File: src/rtl/rr_arbiter_mux2_1_2bit.sv
// Two-channel round-robin arbiter feeding a one-entry registered output
// with valid/ready handshakes and per-channel transfer counters.
module rr_arbiter_mux2_1_2bit #(
    parameter int DATA_WIDTH    = 2,
    parameter int CNT_WIDTH     = 8,
    parameter int PRIORITY_INIT = 0
) (
    input  logic                  clk,
    input  logic                  reset_L,
    input  logic [DATA_WIDTH-1:0] in0_data,
    input  logic                  in0_valid,
    output logic                  in0_ready,
    input  logic [DATA_WIDTH-1:0] in1_data,
    input  logic                  in1_valid,
    output logic                  in1_ready,
    output logic [DATA_WIDTH-1:0] out_data,
    output logic                  out_valid,
    input  logic                  out_ready,
    output logic                  select_out,
    output logic [CNT_WIDTH-1:0]  count0,
    output logic [CNT_WIDTH-1:0]  count1
);

    localparam logic EMPTY = 1'b0;
    localparam logic FULL  = 1'b1;

    logic state;
    logic prio;
    logic can_load;
    logic grant_any;
    logic grant;
    logic xfer0;
    logic xfer1;

    assign out_valid = (state == FULL);

    // Readies are held low while reset is asserted so nothing is accepted.
    assign can_load  = reset_L & ((state == EMPTY) | (out_ready & out_valid));
    assign grant_any = in0_valid | in1_valid;
    assign grant     = (in0_valid & in1_valid) ? prio : in1_valid;

    assign in0_ready = can_load & grant_any & ~grant;
    assign in1_ready = can_load & grant_any & grant;

    assign xfer0 = in0_valid & in0_ready;
    assign xfer1 = in1_valid & in1_ready;

    always_ff @(posedge clk or negedge reset_L) begin
        if (!reset_L) begin
            state      <= EMPTY;
            out_data   <= '0;
            select_out <= 1'b0;
            count0     <= '0;
            count1     <= '0;
            prio       <= 1'(PRIORITY_INIT);
        end else begin
            unique case (1'b1)
                xfer0: begin
                    state      <= FULL;
                    out_data   <= in0_data;
                    select_out <= 1'b0;
                    count0     <= count0 + CNT_WIDTH'(1);
                    prio       <= 1'b1;
                end
                xfer1: begin
                    state      <= FULL;
                    out_data   <= in1_data;
                    select_out <= 1'b1;
                    count1     <= count1 + CNT_WIDTH'(1);
                    prio       <= 1'b0;
                end
                default: begin
                    if (out_valid && out_ready) begin
                        state <= EMPTY;
                    end
                end
            endcase
        end
    end

endmodule

File: config.mk
export PLATFORM = sky130hd
export DESIGN_NAME = rr_arbiter_mux2_1_2bit
export DESIGN_NICKNAME = d
export VERILOG_FILES = /design/src/rtl/rr_arbiter_mux2_1_2bit.sv
export SDC_FILE = /design/constraint.sdc
export NUM_CORES = 1
export LEC_CHECK = 0
export BUFFER_PORTS_ARGS = -buffer_cell sky130_fd_sc_hd__buf_2
export CORE_UTILIZATION = 30
export DETAILED_ROUTE_END_ITERATION = 10
export GPL_ROUTABILITY_DRIVEN = 1
export PLACE_DENSITY = 0.6
export REMOVE_ABC_BUFFERS = 1
export SLEW_MARGIN = 20
export SYNTH_ARGS = -nofsm -noshare
export SYNTH_HDL_FRONTEND = slang
export SYNTH_SLANG_ARGS = --single-unit
File: constraint.sdc
create_clock -name clk -period 2.45 [get_ports clk]
set_clock_uncertainty 0.2 [all_clocks]
set_input_delay 0.245 -clock clk [delete_from_list [all_inputs] [get_ports clk]]
set_output_delay 0.245 -clock clk [all_outputs]
set_load 0.02 [all_outputs]
==> results of run 1 <==
[cells in the mapped netlist, types with 2 or more instances]
cell type,number
ha_1,2
xnor2_1,10
and3_1,2
mux2_2,2
and2_1,2
a2bb2oi_1,2
xor2_1,4
nor3b_1,2
o22ai_1,2
nand4_1,9
dfrtp_1,21
nor2_1,5
nand2_1,6
[report_power, final]
| part | internal (mW) | total [mW] | switching, mW |
|---|---|---|---|
| registers | 0.439 | 0.551 | 0.112 |
| clock network | 0.0632 | 0.158 | 0.0950 |
| logic | 0.161 | 0.383 | 0.222 |
[per-stage QoR]
step           area [um2]  utilization  instances  power, mW
3_5_place_dp         1160        0.383        154      0.944
6_report             1200        0.395        159       1.09
5_1_grt              1200        0.395        159       1.18
2_1_floorplan         948            -         79      0.795
3_3_place_gp         1160        0.383        154      0.935
4_1_cts              1200        0.395        159       1.11
[worst max-delay path, stage by stage]
cell           delay (ns)
dlygate4sd3_1        0.52
buf_2                0.18
nor3b_4              0.39
buf_2                0.24
[what timing repair did]
item / in CTS / in global routing
hold endpoints to repair: 21 / 0
gates resized for setup: 0 / 0
setup buffers: 0 / 0
hold buffers: 1 / 0
[per-layer routing]
layer	track usage	up-vias	routed length, um
met5	0	-	0
met1	0.161	330	888
met3	0.0335	2	84
met4	0.0510	0	18
li1	-	352	-
met2	0.171	15	811
[flip-flops by register name, indices dropped and copies added (netlist names)]
| register | flops |
|---|---|
| count0 | 8 |
| out_valid | 1 |
| count1 | 8 |
| out_data | 2 |
| prio | 1 |
| select_out | 1 |
[layout make-up]
type                       instances  area share
tap                               44      0.0460
inverter                           1     0.00313
sequential                        21       0.439
clock buffer                       4      0.0219
timing repair buffer              32       0.140
multi-input combinational         57       0.350
[logic make-up (layout without fill, tap and decap cells)]
family | count (synthesis) | in the layout | synth area share
simple gates | 30 | 30 | 0.186
mux | 2 | 2 | 0.0237
fa+ha+maj | 2 | 2 | 0.0264
xor+xnor | 14 | 14 | 0.129
flops | 21 | 21 | 0.554
compound gates | 9 | 9 | 0.0765
buf+inv | 1 | 37 | 0.00395
[path summary, 6_finish.rpt]
| check | endpoint | cells after the start |
|---|---|---|
| max | in0_ready | 4 |
| min | prio$_DFFE_PN0P_ | 2 |
| max reg2reg | count0[1]$_DFFE_PN0P_ | 3 |
| min reg2reg | count1[7]$_DFFE_PN0N_ | 1 |
| max in group asynchronous | count0[4]$_DFFE_PN0P_ | 3 |
| min in group asynchronous | prio$_DFFE_PN0P_ | 2 |
==> metrics, run 1 <==
H-tree levels 1; most frequent cells in the layout buf_2 (30), dfrtp_1 (21), xnor2_1 (10); Hold Crit Start in1_valid; crit path time final 2.02 ns; vias per cell 4.40; Congestion Overflow GR 0; Final Hold Viols 0; wire per inst 11.3 um; CTS clk-pin slew, worst paths 0.10 ns; status completed; CTS Buffer Depth 2; critical path peak fanout 9; Worst R2R Setup Slack 0.73 ns; Slew headroom 0.743; CTS Buf Count 3; Synth area leaders dfrtp_1 (55%), xnor2_1 (9.2%), nand4_1 (5.9%); gr usage total 0.117; Static Leak 0.574 nW; hold_ws 0.0311 ns; clock sink count 21; CTS tree built; GPL Wtd Cong 0.737; first-pass GRT wire length 2970 um; port bufs 30; sequential share of the synthesized area 0.554; root cell of the clock tree clkbuf_4; share of cells above drive strength 1 0.339; largest net degree at the start of global routing 21; Boundary Pins 31; maximum VDD drop 0.301 mV; final WL 1800 um; CORE AREA 3030 um2; setup violators final 0; fin. max-slew vios 0; FP Rows 20; Final nets 127; dpl ws 0.745 ns; DRC 0; Die Y 58.2 um; top cell type's share of synthesized area 0.554; most common cell after layout, fill and taps aside buf_2; crit path capture type output pin; Via Count 699; number of synthesized register bits 21; critical path startpoint category input port; Synth cell types 23; starting density of the core 0.313; initial antenna violation count 0; FFs w/ async S/R, synth 1.00; area grow syn2layout 26.3%; Min-Delay Path Class in2reg; Worst Setup SP reset_L; WP data required 2.01 ns; Initial DRC Count 21; RSZ-0062 raised after global routing no; Die X 58.2 um; Syn Inst Count 79; Synth Flop Type dfrtp_1; Crit Path Class in2out; n_diodes 0; DIE AREA 3390 um2; area of the mapped netlist 948 um2; # fillers 303; number of global-route vias before repair 646; Ys Warns 0; area leader, netlist dfrtp_1; Max Cap Violations 0; DR pass1 iterations 4; Least-Margin Pin Slew 0.384 ns; Synth Area per Inst 12.0 um2; EDFF count, synth 0; worst reg2reg path startpoint prio$_DFFE_PN0P_; Clock Latency Late Sink 0.29 ns; period utilization 0.826; fmax 494 MHz; Critical Path AT 1.58 ns; register area 526 um2; Final HPWL DP 1360 um; Power Dens Cells 913 nW/um2; multi-input logic area 419 um2; final setup margin 0.425 ns; TNS Setup 0 ns; ANT nets after route 0
Note: power is estimated with default switching activity, not from simulation.
==> run 2: changes to the inputs <==
==> constraint.sdc (replaced) <==
create_clock -name clk -period 1.9 [get_ports clk]
set_clock_uncertainty 0.2 [all_clocks]
set_input_delay 0.19 -clock clk [delete_from_list [all_inputs] [get_ports clk]]
set_output_delay 0.19 -clock clk [all_outputs]
set_load 0.02 [all_outputs]
==> metrics, run 2 (synthesized netlist as in run 1, its figures left out) <==
first-pass GRT wire length 3180 um; Boundary Pins 31; status completed; crit path time final 1.79 ns; gr usage total 0.124; Top Family by Delay on Critical Path buffers and inverters; Crit-path slowest cell dlygate4sd3_1; worst path bufs/invs 3; ANT nets after route 0; most frequent cells in the layout buf_2 (30), dfrtp_1 (21), xnor2_1 (10); clock sink count 21; critical path peak fanout 7; Final Hold Viols 0; slowest cell delay on critical path 0.52 ns; crit path capture type output pin; DRC 0; Max Cap Violations 0; final WL 1900 um; Crit Path Class in2out; Final nets 133; Final HPWL DP 1400 um; root cell of the clock tree clkbuf_4; fmax 559 MHz; Slew headroom 0.761; top flop regs count0: 8 flops, count1: 8 flops, out_data: 2 flops; placed cell area 1160 um2; CORE AREA 3030 um2; FP Rows 20; Clock Latency Late Sink 0.30 ns; n_diodes 0; Final Instance Area 1260 um2; CTS tree built; most common cell after layout, fill and taps aside buf_2; Initial DRC Count 15; number of global-route vias before repair 708; GPL Wtd Cong 0.754; Power Dens Cells 1140 nW/um2; port bufs 30; most frequent cell on the critical path buf_2; largest net degree at the start of global routing 22; share of cells above drive strength 1 0.347; Least-Margin Pin Slew 0.358 ns; DIE AREA 3390 um2; CTS Buf Count 3; period utilization 0.941; Via Count 748; WP data required 1.51 ns; Congestion Overflow GR 0; initial antenna violation count 0; starting density of the core 0.313; post-layout util 0.417; critical path startpoint category input port; area grow syn2layout 33.2%; Die Y 58.2 um; CTS Buffer Depth 2; wire per inst 11.5 um; Critical Path AT 1.40 ns; Static Leak 0.603 nW; fin. max-slew vios 0; Min-Delay Path Class in2async; vias per cell 4.53; CP Cell Sequence dlygate4sd3_1 > buf_2 > nand2_1 > nor2_2 > buf_2; Die X 58.2 um; H-tree levels 1; maximum VDD drop 0.318 mV; DR pass1 iterations 4; CTS clk-pin slew, worst paths 0.11 ns; setup violators final 0
run 2: cell count changes in the layout (fill, tap and decap cells not counted):
cell           change
buf_6              +1
nor2_2             +1
and2_1             -1
and2_4             +1
dlygate4sd3_1      +5
nor2_1             -1
run 2: where the power goes:
group          switching [mW]  internal, mW
Clock                   0.130        0.0817
Sequential              0.143         0.566
Combinational           0.294         0.225
run 2: area by class of cell:
type                            count  area (um2)
Fill cell                         295        1760
Timing Repair Buffer               38         229
Inverter                            1        3.75
Sequential cell                    21         526
Tap cell                           44        55.1
Clock buffer                        4        26.3
Multi-Input combinational cell     57         424
run 2: metrics by stage:
stage | power, mW | std cells | hold slack (ns) | setup TNS (ns) | setup slack, ns
CTS | 1.45 | 165 | 0.00545 | 0 | 0.0641
detailed placement | 1.22 | 154 | -0.187 | 0 | 0.200
floorplan | 1.02 | 79 | -0.306 | 0 | 0.106
finish | 1.44 | 165 | 0.0248 | 0 | 0.111
global placement | 1.21 | 154 | -0.190 | 0 | 0.232
global route | 1.54 | 165 | 0.0335 | -0.0179 | -0.00948
run 2: worst paths after layout:
check | startpoint | to | slack (ns) | cells after the start
max in group asynchronous | reset_L | count1[6]$_DFFE_PN0N_ | 1.07 | 3
hold reg to reg | count1[7]$_DFFE_PN0N_ | count1[7]$_DFFE_PN0N_ | 0.27 | 1
setup / recovery | reset_L | in1_ready | 0.11 | 5
setup reg to reg | out_valid$_DFFE_PN0P_ | prio$_DFFE_PN0P_ | 0.17 | 5
min in group clk | in1_data[1] | out_data[1]$_DFFE_PN0P_ | 0.03 | 3
hold / removal | reset_L | prio$_DFFE_PN0P_ | 0.02 | 2
run 2: worst reg2reg max path, stage by stage (launching register included):
cell	delay, ns
dfrtp_1	0.40
nand2b_1	0.15
and2_4	0.18
a21oi_1	0.06
a31oi_1	0.13
dlygate4sd3_1	0.56
run 2: timing repair:
action / in CTS / in global routing
hold endpoints to repair: 25 / 0
cloned: 0 / 0
setup buffers: 1 / 0
hold buffers: 6 / 0
resized for setup: 0 / 3
setup endpoints to repair: 1 / 4
pin swaps: 1 / 0
run 2: per-layer routing:
metal	up-vias	routed length, um	part of all wire	global-route usage
met3	2	59	0.031	0.0134
li1	367	-	-	-
met5	-	0	0	0
met4	0	16	0.0084	0.0612
met2	17	911	0.48	0.189
met1	362	912	0.48	0.174
==> run 3: changes to the inputs <==
--- a/config.mk
+++ b/config.mk
@@ -6,6 +6,7 @@
 export NUM_CORES = 1
 export LEC_CHECK = 0
 export BUFFER_PORTS_ARGS = -buffer_cell sky130_fd_sc_hd__buf_2
+export CORE_MARGIN = 10
 export CORE_UTILIZATION = 30
 export DETAILED_ROUTE_END_ITERATION = 10
 export GPL_ROUTABILITY_DRIVEN = 1
==> constraint.sdc (replaced) <==
create_clock -name clk -period 1.9 [get_ports clk]
set_clock_uncertainty 0.2 [all_clocks]
set_input_delay 0.19 -clock clk [delete_from_list [all_inputs] [get_ports clk]]
set_output_delay 0.19 -clock clk [all_outputs]
set_load 0.05 [all_outputs]
==> metrics, run 3 (synthesized netlist as in run 1, its figures left out) <==
crit path time final 1.84 ns; Crit-path slowest cell dlygate4sd3_1; GPL Wtd Cong 0.714; Inst Count DP 154; CORE AREA 3030 um2; Final Hold Viols 0; Power Dens Cells 1350 nW/um2; starting density of the core 0.313; Slew headroom 0.778; wire per inst 13.6 um; port bufs 30; most frequent cells in the layout buf_2 (28), dfrtp_1 (21), xnor2_1 (10); final setup margin 0.0613 ns; Least-Margin Pin Slew 0.332 ns; clock share of power 0.120; H-tree levels 1; slowest cell delay on critical path 0.56 ns; Initial DRC Count 25; DRC 0; number of global-route vias before repair 833; first-pass GRT wire length 3970 um; Min-Delay Path Class in2reg; Die X 76.2 um; CP Cell Sequence dlygate4sd3_1 > buf_2 > and2_1 > a21oi_1 > a31oi_1 > dlygate4sd3_1; Congestion Overflow GR 0; multi-input logic area 427 um2; gr usage total 0.0814; register area 526 um2; vias per cell 4.56; P_sw 0.858 mW; # fillers 304; ANT nets after route 0; share of cells above drive strength 1 0.355; most common cell after layout, fill and taps aside buf_2; Final HPWL DP 1760 um; final total power 1.73 mW; Critical Path AT 1.83 ns; maximum VDD drop 0.420 mV; Static Leak 0.608 nW; Min-Delay Path Depth 3; crit path capture type flop; fin. max-slew vios 0; fin cells 165; Gate power share 0.469; dpl ws 0.159 ns; largest net degree at the start of global routing 22; Crit Path Class in2reg; reg2reg path depth 5; Final nets 133; sequential cell fraction of total power 0.411; WP data required 1.89 ns; status completed; clock sink count 21; CTS Buf Count 3; Via Count 753; RSZ-0062 raised after global routing yes; area grow syn2layout 35.0%; TNS Setup 0 ns; root cell of the clock tree clkbuf_4; FP Rows 20; top flop regs count0: 8 flops, count1: 8 flops, out_data: 2 flops; Int Pwr 0.875 mW; CTS tree built; Boundary Pins 31; Clock Latency Late Sink 0.30 ns; critical path startpoint category input port; n_diodes 0; Max Cap Violations 0; DR pass1 iterations 3; CTS clk-pin slew, worst paths 0.11 ns; setup violators final 0; fmax 544 MHz; Die Y 76.2 um; period utilization 0.968; final WL 2240 um; CTS Buffer Depth 2; switching part of the total power 0.495; critical path peak fanout 7; initial antenna violation count 0; DIE AREA 5810 um2; most frequent cell on the critical path dlygate4sd3_1
run 3: area by class of cell:
class / count / area share
Clock buffer: 3 / 0.0176
Clock inverter: 1 / 0.00391
Inverter: 1 / 0.00293
Multi-Input combinational cell: 57 / 0.333
Sequential cell: 21 / 0.411
Tap cell: 44 / 0.0430
Timing Repair Buffer: 38 / 0.189
run 3: critical path, delay by kind of cell:
kind	cells	cell delay, ns
buf+inv	3	1.28
simple gates	1	0.18
compound gates	2	0.19
run 3: power groups by stage:
stage	clock network (mW)	registers, mW	logic, mW
final	0.208	0.713	0.812
after global routing	0.250	0.739	0.859
after CTS	0.220	0.715	0.819
after detailed placement	0	0.721	0.792
after global placement	0	0.711	0.780
after floorplan	0	1.10	0.189
run 3: what timing repair did:
| action | in CTS | in global routing |
|---|---|---|
| hold buffers | 6 | 0 |
| setup endpoints to repair | 2 | 6 |
| pin swaps | 1 | 0 |
| cloned | 0 | 0 |
| buffers inserted | 1 | 0 |
| gates resized for setup | 2 | 5 |
| endpoints found under the hold margin | 25 | 0 |
run 3: final timing paths:
path / from / to / slack [ns]
worst max-delay path: reset_L / prio$_DFFE_PN0P_ / 0.06
worst min-delay path: in1_data[0] / out_data[0]$_DFFE_PN0P_ / 0.03
worst max register to register: out_valid$_DFFE_PN0P_ / prio$_DFFE_PN0P_ / 0.13
worst min register to register: count1[7]$_DFFE_PN0N_ / count1[7]$_DFFE_PN0N_ / 0.27
max in group asynchronous: reset_L / count1[5]$_DFFE_PN0N_ / 1.07
min in group asynchronous: reset_L / prio$_DFFE_PN0P_ / 0.05
run 3: routing by layer:
layer	part of all wire	global-route usage	wire length, um
met1	0.44	0.0975	984
met2	0.51	0.131	1140
met3	0.038	0.0189	85
met4	0.012	0.0446	27
met5	0	0	0
run 3: stage by stage:
stage | util | cell area, um2 | hold WS (ns)
after floorplan | - | 948 | -0.306
after global placement | 0.383 | 1160 | -0.193
after detailed placement | 0.383 | 1160 | -0.192
after CTS | 0.417 | 1260 | 0.0258
after global routing | 0.423 | 1280 | 0.0356
final | 0.423 | 1280 | 0.0337
